===== config.mk =====
export PLATFORM = sky130hd
export DESIGN_NAME = cordic_multi_flat
export DESIGN_NICKNAME = d
export VERILOG_FILES = /design/src/rtl/cordic_multi_if.sv /design/src/rtl/cordic_multi.sv /design/src/flat_wrapper.sv
export SDC_FILE = /design/constraint.sdc
export NUM_CORES = 1
export LEC_CHECK = 0
export ABC_CLOCK_PERIOD_IN_PS = 7150
export BUFFER_PORTS_ARGS = -buffer_cell sky130_fd_sc_hd__buf_2
export CAP_MARGIN = 20
export CORE_MARGIN = 3
export CORE_UTILIZATION = 50
export CTS_CLUSTER_DIAMETER = 50
export DETAILED_ROUTE_END_ITERATION = 10
export PLACE_DENSITY_LB_ADDON = 0.05
export SLEW_MARGIN = 0
export SYNTH_ARGS = -nofsm -noshare
export SYNTH_HDL_FRONTEND = slang
export SYNTH_SLANG_ARGS = --single-unit

===== constraint.sdc =====
create_clock -name clk -period 7.15 [get_ports clk]
set_clock_uncertainty 0.2 [all_clocks]
set_input_delay 1.0725 -clock clk [delete_from_list [all_inputs] [get_ports clk]]
set_output_delay 1.0725 -clock clk [all_outputs]
set_load 0.05 [all_outputs]

===== src/rtl/cordic_multi_if.sv =====
// rtl/cordic_multi_if.sv - request/result handshake and atan LUT port of the CORDIC engine
interface cordic_multi_if #(
    parameter int IW       = 32,
    parameter int OUT_FRAC = 10,
    parameter int AW       = 4
);
    localparam int OUT_W = OUT_FRAC + 2;

    logic                    start;
    logic                    mode;
    logic [8:0]              degree;
    logic signed [OUT_W-1:0] x_in;
    logic signed [OUT_W-1:0] y_in;
    logic                    busy;
    logic                    done;
    logic signed [OUT_W+1:0] res_a;
    logic signed [OUT_W+1:0] res_b;
    logic [15:0]             ang_out;
    logic [AW-1:0]           addr;
    logic signed [IW-1:0]    dout;

    modport master (
        output start, mode, degree, x_in, y_in, dout,
        input  busy, done, res_a, res_b, ang_out, addr
    );

    modport slave (
        input  start, mode, degree, x_in, y_in, dout,
        output busy, done, res_a, res_b, ang_out, addr
    );
endinterface


===== src/rtl/cordic_multi.sv =====
// rtl/cordic_multi.sv - iterative rotation/vectoring CORDIC using an external atan LUT
// Define CORDIC_GAIN_COMP_EN to scale the vectoring magnitude by 1/K.
module cordic_multi #(
    parameter int ITER     = 16,
    parameter int IW       = 32,
    parameter int OUT_FRAC = 10,
    parameter int AW       = $clog2(ITER)
) (
    input  logic          clk,
    input  logic          rst,
    cordic_multi_if.slave bus
);
    localparam int OUT_W = OUT_FRAC + 2;
    localparam int RW    = OUT_W + 2;
    localparam int FB    = IW - 4;
    localparam int ZF    = IW - 10;
    localparam int SH    = FB - OUT_FRAC;
    localparam int ASH   = ZF - 7;

    localparam logic signed [IW-1:0] INV_K    = IW'($rtoi(0.6072529350088813 * (2.0 ** FB) + 0.5));
    localparam logic signed [IW-1:0] D180     = IW'(180) <<< ZF;
    localparam logic signed [IW-1:0] D360     = IW'(360) <<< ZF;
    localparam logic signed [IW:0]   RES_MAX  = (IW+1)'((2 ** (RW - 1)) - 1);
    localparam logic signed [IW:0]   RES_MIN  = (IW+1)'(-(2 ** (RW - 1)));
    localparam logic signed [IW:0]   ANG_WRAP = (IW+1)'(360 * 128);
    localparam logic [AW-1:0]        LAST     = AW'(ITER - 1);

    typedef enum logic [1:0] {S_IDLE, S_PRE, S_ITER, S_POST} state_t;

    state_t                  state_q, state_d;
    logic                    mode_q, mode_d, neg_q, neg_d, ph_q, ph_d;
    logic                    busy_q, busy_d, done_q, done_d;
    logic [8:0]              deg_q, deg_d;
    logic signed [OUT_W-1:0] xi_q, xi_d, yi_q, yi_d;
    logic signed [IW-1:0]    x_q, x_d, y_q, y_d, z_q, z_d;
    logic [AW-1:0]           i_q, i_d;
    logic signed [RW-1:0]    res_a_q, res_a_d, res_b_q, res_b_d;
    logic [15:0]             ang_q, ang_d;

    logic [8:0]              deg_eff;
    logic signed [10:0]      zdeg;
    logic                    neg_rot, s_pos;
    logic signed [IW-1:0]    xv, yv, xs, ys, ang_sum;
    logic signed [IW:0]      rz;

    // Round-to-nearest-even of v dropping sh fraction bits; one extra bit absorbs the carry.
    function automatic logic signed [IW:0] rne(input logic signed [IW-1:0] v, input int sh);
        logic signed [IW-1:0] t;
        logic [IW-1:0]        frac, half;
        t    = v >>> sh;
        frac = v & ~({IW{1'b1}} << sh);
        half = {{(IW-1){1'b0}}, 1'b1} << (sh - 1);
        return {t[IW-1], t} + {{IW{1'b0}}, (frac > half) || ((frac == half) && t[0])};
    endfunction

    function automatic logic signed [RW-1:0] sat(input logic signed [IW:0] r);
        if (r > RES_MAX) return RES_MAX[RW-1:0];
        if (r < RES_MIN) return RES_MIN[RW-1:0];
        return r[RW-1:0];
    endfunction

`ifdef CORDIC_GAIN_COMP_EN
    logic signed [IW-1:0] mag_comp;

    always_comb begin
        mag_comp = '0;
        for (int k = 1; k <= FB; k++) begin
            if (INV_K[FB-k]) mag_comp = mag_comp + (x_q >>> k);
        end
    end
`endif

    always_comb begin
        state_d = state_q;
        mode_d  = mode_q;
        neg_d   = neg_q;
        ph_d    = ph_q;
        busy_d  = busy_q;
        done_d  = 1'b0;
        deg_d   = deg_q;
        xi_d    = xi_q;
        yi_d    = yi_q;
        x_d     = x_q;
        y_d     = y_q;
        z_d     = z_q;
        i_d     = i_q;
        res_a_d = res_a_q;
        res_b_d = res_b_q;
        ang_d   = ang_q;

        // Fold the full circle into [-90, 90] so the CORDIC convergence range covers it.
        deg_eff = (deg_q >= 9'd360) ? deg_q - 9'd360 : deg_q;
        zdeg    = $signed({2'b00, deg_eff});
        neg_rot = 1'b0;
        if (deg_eff > 9'd90 && deg_eff <= 9'd270) begin
            zdeg    = zdeg - 11'sd180;
            neg_rot = 1'b1;
        end else if (deg_eff > 9'd270) begin
            zdeg = zdeg - 11'sd360;
        end

        xv    = IW'(xi_q) <<< SH;
        yv    = IW'(yi_q) <<< SH;
        xs    = x_q >>> i_q;
        ys    = y_q >>> i_q;
        s_pos = mode_q ? y_q[IW-1] : ~z_q[IW-1];

        ang_sum = z_q + (neg_q ? D180 : '0);
        if (ang_sum[IW-1]) ang_sum = ang_sum + D360;
        rz = rne(z_q, ASH);

        case (state_q)
            S_IDLE: begin
                if (bus.start && !done_q) begin
                    mode_d  = bus.mode;
                    deg_d   = bus.degree;
                    xi_d    = bus.x_in;
                    yi_d    = bus.y_in;
                    busy_d  = 1'b1;
                    state_d = S_PRE;
                end
            end
            S_PRE: begin
                if (!mode_q) begin
                    x_d   = INV_K;
                    y_d   = '0;
                    z_d   = IW'(zdeg) <<< ZF;
                    neg_d = neg_rot;
                end else begin
                    neg_d = xi_q[OUT_W-1];
                    x_d   = xi_q[OUT_W-1] ? -xv : xv;
                    y_d   = xi_q[OUT_W-1] ? -yv : yv;
                    z_d   = '0;
                end
                i_d     = '0;
                state_d = S_ITER;
            end
            S_ITER: begin
                if (s_pos) begin
                    x_d = x_q - ys;
                    y_d = y_q + xs;
                    z_d = z_q - bus.dout;
                end else begin
                    x_d = x_q + ys;
                    y_d = y_q - xs;
                    z_d = z_q + bus.dout;
                end
                if (i_q == LAST) begin
                    i_d     = '0;
                    ph_d    = 1'b0;
                    state_d = S_POST;
                end else begin
                    i_d = i_q + 1'b1;
                end
            end
            S_POST: begin
                // First POST cycle settles sign/offset/gain, second rounds into the outputs.
                if (!ph_q) begin
                    ph_d = 1'b1;
                    if (!mode_q) begin
                        x_d = neg_q ? -x_q : x_q;
                        y_d = neg_q ? -y_q : y_q;
                        z_d = '0;
                    end else begin
`ifdef CORDIC_GAIN_COMP_EN
                        x_d = mag_comp;
`endif
                        y_d = '0;
                        z_d = ang_sum;
                    end
                end else begin
                    res_a_d = sat(rne(x_q, SH));
                    res_b_d = sat(rne(y_q, SH));
                    ang_d   = (rz >= ANG_WRAP) ? 16'd0 : rz[15:0];
                    done_d  = 1'b1;
                    busy_d  = 1'b0;
                    ph_d    = 1'b0;
                    state_d = S_IDLE;
                end
            end
            default: state_d = S_IDLE;
        endcase
    end

    always_ff @(posedge clk or posedge rst) begin
        if (rst) begin
            state_q <= S_IDLE;
            mode_q  <= 1'b0;
            neg_q   <= 1'b0;
            ph_q    <= 1'b0;
            busy_q  <= 1'b0;
            done_q  <= 1'b0;
            deg_q   <= '0;
            xi_q    <= '0;
            yi_q    <= '0;
            x_q     <= '0;
            y_q     <= '0;
            z_q     <= '0;
            i_q     <= '0;
            res_a_q <= '0;
            res_b_q <= '0;
            ang_q   <= '0;
        end else begin
            state_q <= state_d;
            mode_q  <= mode_d;
            neg_q   <= neg_d;
            ph_q    <= ph_d;
            busy_q  <= busy_d;
            done_q  <= done_d;
            deg_q   <= deg_d;
            xi_q    <= xi_d;
            yi_q    <= yi_d;
            x_q     <= x_d;
            y_q     <= y_d;
            z_q     <= z_d;
            i_q     <= i_d;
            res_a_q <= res_a_d;
            res_b_q <= res_b_d;
            ang_q   <= ang_d;
        end
    end

    assign bus.busy    = busy_q;
    assign bus.done    = done_q;
    assign bus.res_a   = res_a_q;
    assign bus.res_b   = res_b_q;
    assign bus.ang_out = ang_q;
    assign bus.addr    = i_q;
endmodule


===== src/flat_wrapper.sv =====
// flat-port wrapper written by rule: the top's interface ports become plain ports
module cordic_multi_flat 
#(
    parameter int ITER     = 16,
    parameter int IW       = 32,
    parameter int OUT_FRAC = 10,
    parameter int AW       = $clog2(ITER)
)
  (clk, rst, bus_start, bus_mode, bus_degree, bus_x_in, bus_y_in, bus_dout, bus_busy, bus_done, bus_res_a, bus_res_b, bus_ang_out, bus_addr);
  cordic_multi_if #(.IW(IW), .OUT_FRAC(OUT_FRAC), .AW(AW)) bus_i ();
  input  logic clk;
  input  logic rst;
  input wire logic [$bits(bus_i.start)-1:0] bus_start;
  input wire logic [$bits(bus_i.mode)-1:0] bus_mode;
  input wire logic [$bits(bus_i.degree)-1:0] bus_degree;
  input wire logic [$bits(bus_i.x_in)-1:0] bus_x_in;
  input wire logic [$bits(bus_i.y_in)-1:0] bus_y_in;
  input wire logic [$bits(bus_i.dout)-1:0] bus_dout;
  output wire logic [$bits(bus_i.busy)-1:0] bus_busy;
  output wire logic [$bits(bus_i.done)-1:0] bus_done;
  output wire logic [$bits(bus_i.res_a)-1:0] bus_res_a;
  output wire logic [$bits(bus_i.res_b)-1:0] bus_res_b;
  output wire logic [$bits(bus_i.ang_out)-1:0] bus_ang_out;
  output wire logic [$bits(bus_i.addr)-1:0] bus_addr;
  assign bus_i.start = bus_start;
  assign bus_i.mode = bus_mode;
  assign bus_i.degree = bus_degree;
  assign bus_i.x_in = bus_x_in;
  assign bus_i.y_in = bus_y_in;
  assign bus_i.dout = bus_dout;
  assign bus_busy = bus_i.busy;
  assign bus_done = bus_i.done;
  assign bus_res_a = bus_i.res_a;
  assign bus_res_b = bus_i.res_b;
  assign bus_ang_out = bus_i.ang_out;
  assign bus_addr = bus_i.addr;
  cordic_multi #(.ITER(ITER), .IW(IW), .OUT_FRAC(OUT_FRAC), .AW(AW)) u_core (.clk(clk), .rst(rst), .bus(bus_i));
endmodule

Yosys cells after proc, flatten, opt, wreduce, memory -nomap -nowiden
Cells that the tools add are included.
{"block": "word_totals", "elab_cells": 150, "output_inout_bits": 50, "regBits": 184, "inputBits": 69}
{"block": "classes", "reduce_logical": 22, "eq_ne": 14, "bitwise_logic": 1, "n_lt_le_gt_ge": 12, "shifts": 2, "n_addsub": 19, "n_mux": 64}
{"cell": "$mux 32", "count": 17}
{"cell": "$pmux 32 s3", "count": 3}
{"cell": "$mux 14", "count": 8}
{"cell": "$add 32x32->32", "count": 3}
{"cell": "$sub 32x32->32", "count": 3}
{"cell": "$gt 33x14->1 const B", "count": 2}
{"cell": "$lt 33x14->1 const B", "count": 2}
{"cell": "$neg 30->32", "count": 2}
{"cell": "$neg 32->32", "count": 2}
{"cell": "$sshr 32x4->32", "count": 2}
{"cell": "$eq 18x18->1 const B", "count": 2}
{"cell": "$gt 18x18->1 const B", "count": 2}
{"cell": "$ge 33x17->1 const B", "count": 1}
{"cell": "$add 32x30->32", "count": 1}
{"cell": "$add 32x32->32 const B", "count": 1}
{"cell": "$add 14x2->15", "count": 2}
{"cell": "$mux 30", "count": 1}
{"cell": "$mux 1", "count": 23}
{"cell": "$mux 10", "count": 2}
{"cell": "$add 17x2->18", "count": 1}
{"cell": "$mux 16", "count": 1}
{"cell": "$eq 15x15->1 const B", "count": 1}
{"cell": "$gt 15x15->1 const B", "count": 1}
{"cell": "$sub 9x8->10 const B", "count": 1}
{"cell": "29 further kinds", "count": 50}

Depth between registers and ports, before layout
Gate-level depths: netlist of run 1.
{"block": "depth", "depth_word": 13, "ltp_mapped": 27}

Worst setup path before layout of run 1
OpenSTA, ideal clock, no wires.
{"block": "synth_timing", "kind": "register to register", "start": "register u_core.i_q[3], in the netlist u_core.bus.addr[3]", "end": "register u_core.y_q[29]", "path_stages_with_launch": 27, "path_buffers": 8, "period_less_slack_ps": 6408, "path_slack_ps": 742, "arrival_ps": 6077, "t_required_ps": 6820, "setup_time_ps": 130, "cell_sequence": "dfrtp_1 buf_2 clkbuf_1 buf_2 buf_1 clkbuf_1 clkbuf_1 buf_1 clkbuf_1 nand2_1 o21ai_0 ha_1 nand3_1 or2_2 o21ai_0 xor2_1 ha_1 nand3_1 a2111oi_0 a31oi_1 a31oi_1 o2111ai_1 a31oi_1 a31oi_1 xnor2_1 a222oi_1 o21ai_1"}
{"block": "synth_via", "elab_chain_len": 4}
{"element": "from (decl)", "line": "cordic_multi.sv:36", "rtl": "logic [AW-1:0] i_q, i_d;"}
{"element": "from (signal assigned)", "line": "cordic_multi.sv:216", "rtl": "i_q <= i_d;"}
{"element": "$sshr 32x4->32 *", "line": "cordic_multi.sv:104", "rtl": "xs = x_q >>> i_q;"}
{"element": "$sub 32x32->32 or $add 32x32->32 (tied branches)", "line": "cordic_multi.sv:145, cordic_multi.sv:141"}
{"element": "$mux 32 *", "line": "cordic_multi.sv:139", "rtl": "if (s_pos) begin"}
{"element": "$pmux 32 s3 *", "line": "cordic_multi.sv:112", "rtl": "case (state_q)"}
{"element": "to (signal assigned)", "line": "cordic_multi.sv:214", "rtl": "y_q <= y_d;"}
{"element": "to (decl)", "line": "cordic_multi.sv:35", "rtl": "logic signed [IW-1:0] x_q, x_d, y_q, y_d, z_q, z_d;"}
Every way passes the cells marked *; elsewhere a longest branch is shown, timed or not.
A chain may end at the register's enable or synchronous reset.

Worst setup path in the final report of run 1
{"block": "layout_timing", "start": "register u_core.i_q[1], in the netlist u_core.bus.addr[1]", "end": "register u_core.y_q[29]"}
The elaborated chain is that of the path after synthesis.

==> qor.yml, run 1 <==
synth:
  syn_area_per_cell_sq_um: 8.11
  ys_types: 95
  synth.cell_area_sq_um: 21400
  synth_edf_count: 0
  synth-async-reset-ratio: 1.00
  yosys-top-cells-area: "dfrtp_1 22%, ha_1 7.7%, o21ai_0 5.8%, mux4_2 5.5%, xnor2_1 5.2%"
  seq_area_frac_synth: 0.215
  synth-main-ff-cell: "dfrtp_1"
  synth_top_area_cell: "dfrtp_1"
  ys_warn_count: 0
  synth_seq_cells: 184
  synthCells: 2635
  yosys-top-cells-count: "249 x nand2_1, 246 x o21ai_0, 193 x a21oi_1, 184 x dfrtp_1, 178 x nor2_1"
  synthDominantCellAreaShare: 0.215
  syn_nets: 2839
  yosysMostFrequentCell: "nand2_1"
setup_path:
  max_stage_delay_ns: 0.99
  startpoint: "u_core.bus.addr[1]$_DFFE_PP0P_"
  cp_cell_sequence: "buf_4 > inv_1 > mux4_2 > a211oi_1 > nor3_1 > nand4_1 > and4b_1 > nor2_1 > xnor2_1 > ha_1 > nand4_1 > a2111oi_0 > a31oi_1 > a31oi_1 > o2111ai_1 > a31oi_1 > a31oi_1 > xnor2_1 > a222oi_1 > o21ai_1"
  path_common_cell: "a31oi_1"
  cp-end-kind: "flop"
  r2r_start: "u_core.bus.addr[1]$_DFFE_PP0P_"
  r2r_cells: 20
  rrSetupSlack_ns: 0.76
  r2r-end: "u_core.y_q[29]$_DFFE_PP0P_"
  crit_required_ns: 7.32
  cp_slowest_cell: "dfrtp_4"
  crit_fanout: 55
  critPathKind: "flop to flop"
  cp.arrival_ns: 6.56
  crit_path_start_kind: "flop"
  crit_buf_inv: 2
  crit_family: "compound AO/OA/AOI/OAI gates"
timing:
  worst_pin_slew_ns: 1.12
  setup_viol: 0
  period_share: 0.893
  hold_viol_final: 0
  max_freq_mhz: 157
  grt_setup_unrepaired: "no"
  min_period_ns: 6.39
  slew_headroom: 0.251
  drv_slew: 0
  tns_ns: 0
cts:
  cts_tree: "built"
  cts_buffers: 17
  clock_sinks: 184
  cts_root_buf: "clkbuf_16"
  post-cts-setup-buffers: 0
  clock_path_buffers: 2
  clk_pin_slew_worst_paths_ns: 0.08
  htreeDepth: 4
  hold_buffers: 0
  cts.repair.resized: 0
  insertion_delay_ns: 0.50
detailed_routing:
  vias: 20500
  drtIter0Drc: 1955
  vias_per_cell: 6.43
  firstDrtPassIters: 6
  antenna_left: 0
  wl_per_cell_um: 21.7
  drc: 0
  drt_wl_total_um: 69100
finish:
  drive_gt1_frac: 0.129
  area_growth_pct: 7.04
  num_antenna_cells: 0
  final_nets: 2841
  n_fill_cell: 3971
  utilization: 0.543
floorplanning:
  rows: 75
  die_w_um: 213
  pin_count: 119
  start_util: 0.507
  die_h_um: 213
  core_region_area_sq_um: 42100
  die_area_sq_um: 45300
global_routing:
  grt_max_degree: 93
  grt_use_total: 0.307
  antenna_found_initial: 1
  overflow: 0
  grt_pass1_wl_um: 110000
  first_global_vias: 19600
worst_hold_path:
  holdPathEnd: "u_core.bus.res_a[13]$_DFFE_PP0P_"
  min_path_type: "flop to flop"
  worstHoldPathCells: 2
  worstHoldStart: "u_core.bus.res_a[13]$_DFFE_PP0P_"
placed_design:
  gp_congestion: 0.923
  post-dp-hpwl_um: 51900
  port_buffers: 118
run_status:
  status: "complete, no violations"
job:
  drv_cap: 0
## layout by cell type, fill, tap and decap left out, types with 12 or more instances in the layout
cell type / netlist / routed
and2_1: 20 / 20
a31oi_1: 27 / 27
mux4_2: 52 / 52
o22ai_1: 23 / 23
or2_2: 12 / 12
buf_4: 6 / 39
o211ai_1: 12 / 12
a211oi_1: 27 / 27
and3_1: 28 / 28
a21oi_1: 193 / 193
mux2i_1: 91 / 89
xor2_1: 116 / 116
or3_1: 36 / 36
o21a_1: 32 / 32
nand3_1: 64 / 64
nand4_1: 17 / 17
nor2b_1: 20 / 20
nor2_1: 178 / 176
clkbuf_16: 0 / 17
o31ai_1: 33 / 33
nor4_1: 22 / 22
dfrtp_1: 184 / 180
a221oi_1: 14 / 14
o21ai_0: 246 / 246
inv_1: 86 / 85
xnor2_1: 128 / 128
nand2b_1: 36 / 36
a21o_1: 36 / 36
a22o_1: 15 / 15
mux2_2: 54 / 54
nand2_1: 249 / 249
o21bai_1: 17 / 17
ha_1: 132 / 131
nor3_1: 62 / 62
a22oi_1: 15 / 15
buf_2: 13 / 118
## worst max path at each step
stage	cells past startpoint	endpoint	slack (ns)
finish	20	u_core.y_q[29]$_DFFE_PP0P_	0.76
global route	20	u_core.y_q[29]$_DFFE_PP0P_	0.11
CTS	20	u_core.y_q[29]$_DFFE_PP0P_	0.79
detailed placement	20	u_core.y_q[29]$_DFFE_PP0P_	0.84
global placement	20	u_core.y_q[29]$_DFFE_PP0P_	1.0
floorplan	26	u_core.y_q[29]$_DFFE_PP0P_	0.74
## flip-flops by register name, indices dropped and copies added (netlist names)
register	flops
u_core.x_q	32
u_core.yi_q	12
u_core.bus.ang_out	16
u_core.neg_q	1
u_core.xi_q	12
u_core.bus.done	1
u_core.y_q	32
u_core.mode_q	1
u_core.deg_q	9
u_core.state_q	2
u_core.ph_q	1
u_core.bus.busy	1
u_core.bus.res_a	14
u_core.bus.addr	4
u_core.bus.res_b	14
u_core.z_q	32
## area by class of cell
cell class	count	area (sq um)	area share
Clock buffer	19	443	0.0194
Timing Repair Buffer	159	922	0.0403
Multi-Input combinational cell	2187	15700	0.686
Tap cell	539	674	0.0295
Sequential cell	184	4610	0.202
Clock inverter	12	189	0.00826
Inverter	88	338	0.0148
## kinds of logic after synthesis
group	share of synthesized area
AOI/OAI and AO/OA	0.240
xor gates and xnor gates	0.100
adders and majority gates	0.0801
buffers and inverters	0.0519
DFF	0.215
muxes	0.131
and+or+nand+nor	0.181
## routing by layer
layer  share of wire  track usage
met3           0.056       0.0388
met4           0.029        0.108
met2            0.44        0.473
met1            0.47        0.444
met5         0.00022            0
## through the flow
stage	worst slack (ns)	instances	hold WS, ns	area [sq um]
final	0.763	3188	0.282	22900
after global routing	0.112	3188	0.307	22900
after CTS	0.792	3187	0.288	22900
after detailed placement	0.843	3156	0.268	22200
after global placement	0.997	3155	0.252	22200
after floorplan	0.742	2635	0.271	21400
## worst register-to-register path: stages (launching register included)
cell,delay (ns)
dfrtp_4,0.99
buf_4,0.41
inv_1,0.19
mux4_2,0.43
a211oi_1,0.11
nor3_1,0.46
nand4_1,0.23
and4b_1,0.42
nor2_1,0.08
xnor2_1,0.14
ha_1,0.37
nand4_1,0.21
a2111oi_0,0.41
a31oi_1,0.11
a31oi_1,0.26
o2111ai_1,0.16
a31oi_1,0.27
a31oi_1,0.17
xnor2_1,0.15
a222oi_1,0.35
o21ai_1,0.10
Power of run 1 is not shown: default switching activity piles up to over one toggle a cycle in this logic, so the estimate is an artifact.
==> run 2: changes to the inputs <==
--- a/config.mk
+++ b/config.mk
@@ -9,7 +9,7 @@
 export BUFFER_PORTS_ARGS = -buffer_cell sky130_fd_sc_hd__buf_2
 export CAP_MARGIN = 20
 export CORE_MARGIN = 3
-export CORE_UTILIZATION = 50
+export CORE_UTILIZATION = 64
 export CTS_CLUSTER_DIAMETER = 50
 export DETAILED_ROUTE_END_ITERATION = 10
 export PLACE_DENSITY_LB_ADDON = 0.05
==> qor.yml, run 2 (synthesized netlist as in run 1, its figures left out) <==
global_routing:
  grt_max_degree: 76
  overflow: 0
  grt_pass1_wl_um: 104000
  first_global_vias: 19800
  grt_use_total: 0.356
  antenna_found_initial: 0
setup_path:
  crit_fanout: 60
  r2r_cells: 20
  crit_path_start_kind: "flop"
  cp-end-kind: "flop"
  critPathKind: "flop to flop"
  cp.arrival_ns: 6.56
  crit_required_ns: 7.29
run_status:
  status: "complete, no violations"
detailed_routing:
  drc: 0
  drtIter0Drc: 2436
  vias: 21000
  antenna_left: 0
  firstDrtPassIters: 8
  drt_wl_total_um: 64700
  wl_per_cell_um: 21.0
  vias_per_cell: 6.82
floorplanning:
  start_util: 0.654
  rows: 66
  die_w_um: 189
  pin_count: 119
  die_h_um: 189
  die_area_sq_um: 35600
  core_region_area_sq_um: 32700
timing:
  worst_pin_slew_ns: 1.08
  setup_viol: 0
  min_period_ns: 6.41
  slew_headroom: 0.281
  period_share: 0.897
  tns_ns: 0
  hold_ws_ns: 0.272
  grt_setup_unrepaired: "no"
  max_freq_mhz: 156
  hold_viol_final: 0
  drv_slew: 0
finish:
  final_cell_mix: "249 x nand2_1, 246 x o21ai_0, 193 x a21oi_1, 180 x dfrtp_1, 176 x nor2_1"
  n_fill_cell: 2762
  final_nets: 2833
  area_growth_pct: 5.91
  reg.largest.list: "u_core.x_q (32), u_core.y_q (32), u_core.z_q (32)"
  num_antenna_cells: 0
  drive_gt1_frac: 0.127
  final_common_cell: "nand2_1"
worst_hold_path:
  min_path_type: "flop to flop"
  worstHoldPathCells: 2
placed_design:
  port_buffers: 118
  post-dp-hpwl_um: 47700
  gp_congestion: 0.971
cts:
  clk_pin_slew_worst_paths_ns: 0.09
  cts_tree: "built"
  insertion_delay_ns: 0.48
  htreeDepth: 4
  hold_buffers: 0
  post-cts-setup-buffers: 0
  clock_path_buffers: 2
  cts_root_buf: "clkbuf_16"
  cts.repair.resized: 0
  clock_sinks: 184
  cts_buffers: 17
job:
  drv_cap: 0
## run 2: cell types whose count changed in the layout (fill, tap and decap cells not counted), sizes merged
| cell | delta |
|---|---|
| buf | -9 |
| bufinv | -3 |
| clkbuf | -1 |
| clkinv | +3 |
| dlymetal6s2s | +1 |
| inv | +2 |
## run 2: metrics by stage
stage / cells / cell area, sq um / setup slack [ns] / util
finish: 3084 / 22600 / 0.737 / 0.692
global placement: 3050 / 22000 / 0.975 / 0.674
floorplan: 2635 / 21400 / 0.742 / -
detailed placement: 3051 / 22000 / 0.837 / 0.674
global route: 3084 / 22600 / 0.176 / 0.692
CTS: 3083 / 22600 / 0.803 / 0.692
## run 2: cell type report
cell class,count,area (sq um),share of cell area
clock buffers,18,429,0.0190
clock inverters,14,161,0.00713
inverters,88,338,0.0149
multi-input cells,2187,15700,0.693
flip-flops and latches,184,4610,0.204
well taps,442,553,0.0244
repair buffers,151,843,0.0372
## run 2: worst paths after layout
kind                                                   from                                to  slack [ns]
min                        u_core.bus.res_a[13]$_DFFE_PP0P_  u_core.bus.res_a[13]$_DFFE_PP0P_        0.27
max reg2reg                  u_core.bus.addr[1]$_DFFE_PP0P_        u_core.y_q[29]$_DFFE_PP0P_        0.74
max in group asynchronous                               rst    u_core.bus.addr[2]$_DFFE_PP0P_        4.95
max                          u_core.bus.addr[1]$_DFFE_PP0P_        u_core.y_q[29]$_DFFE_PP0P_        0.74
min reg2reg                u_core.bus.res_a[13]$_DFFE_PP0P_  u_core.bus.res_a[13]$_DFFE_PP0P_        0.27
min in group asynchronous                               rst        u_core.y_q[11]$_DFFE_PP0P_        0.39
## run 2: critical path, stage by stage (launching register included)
cell and delay (ns):
dfrtp_4 1.02, buf_4 0.53, mux4_2 0.59, mux2i_1 0.23, nand2_1 0.11, o22a_1 0.26
nor3_1 0.37, nand3_1 0.18, o21ai_0 0.21, xor2_1 0.12, ha_1 0.35, inv_1 0.10
nor4_1 0.28, o21ai_0 0.19, a31oi_1 0.32, o2111ai_1 0.18, a31oi_1 0.26, a31oi_1 0.17
xnor2_1 0.15, a222oi_1 0.33, o21ai_1 0.10
## run 2: metal layers
metal	global-route usage	up-vias	share of wire
met2	0.556	1098	0.44
met1	0.496	10000	0.42
li1	-	9723	-
met3	0.0564	173	0.096
met4	0.143	0	0.040
met5	0	-	0
Power of run 2 is left out for the same reason.
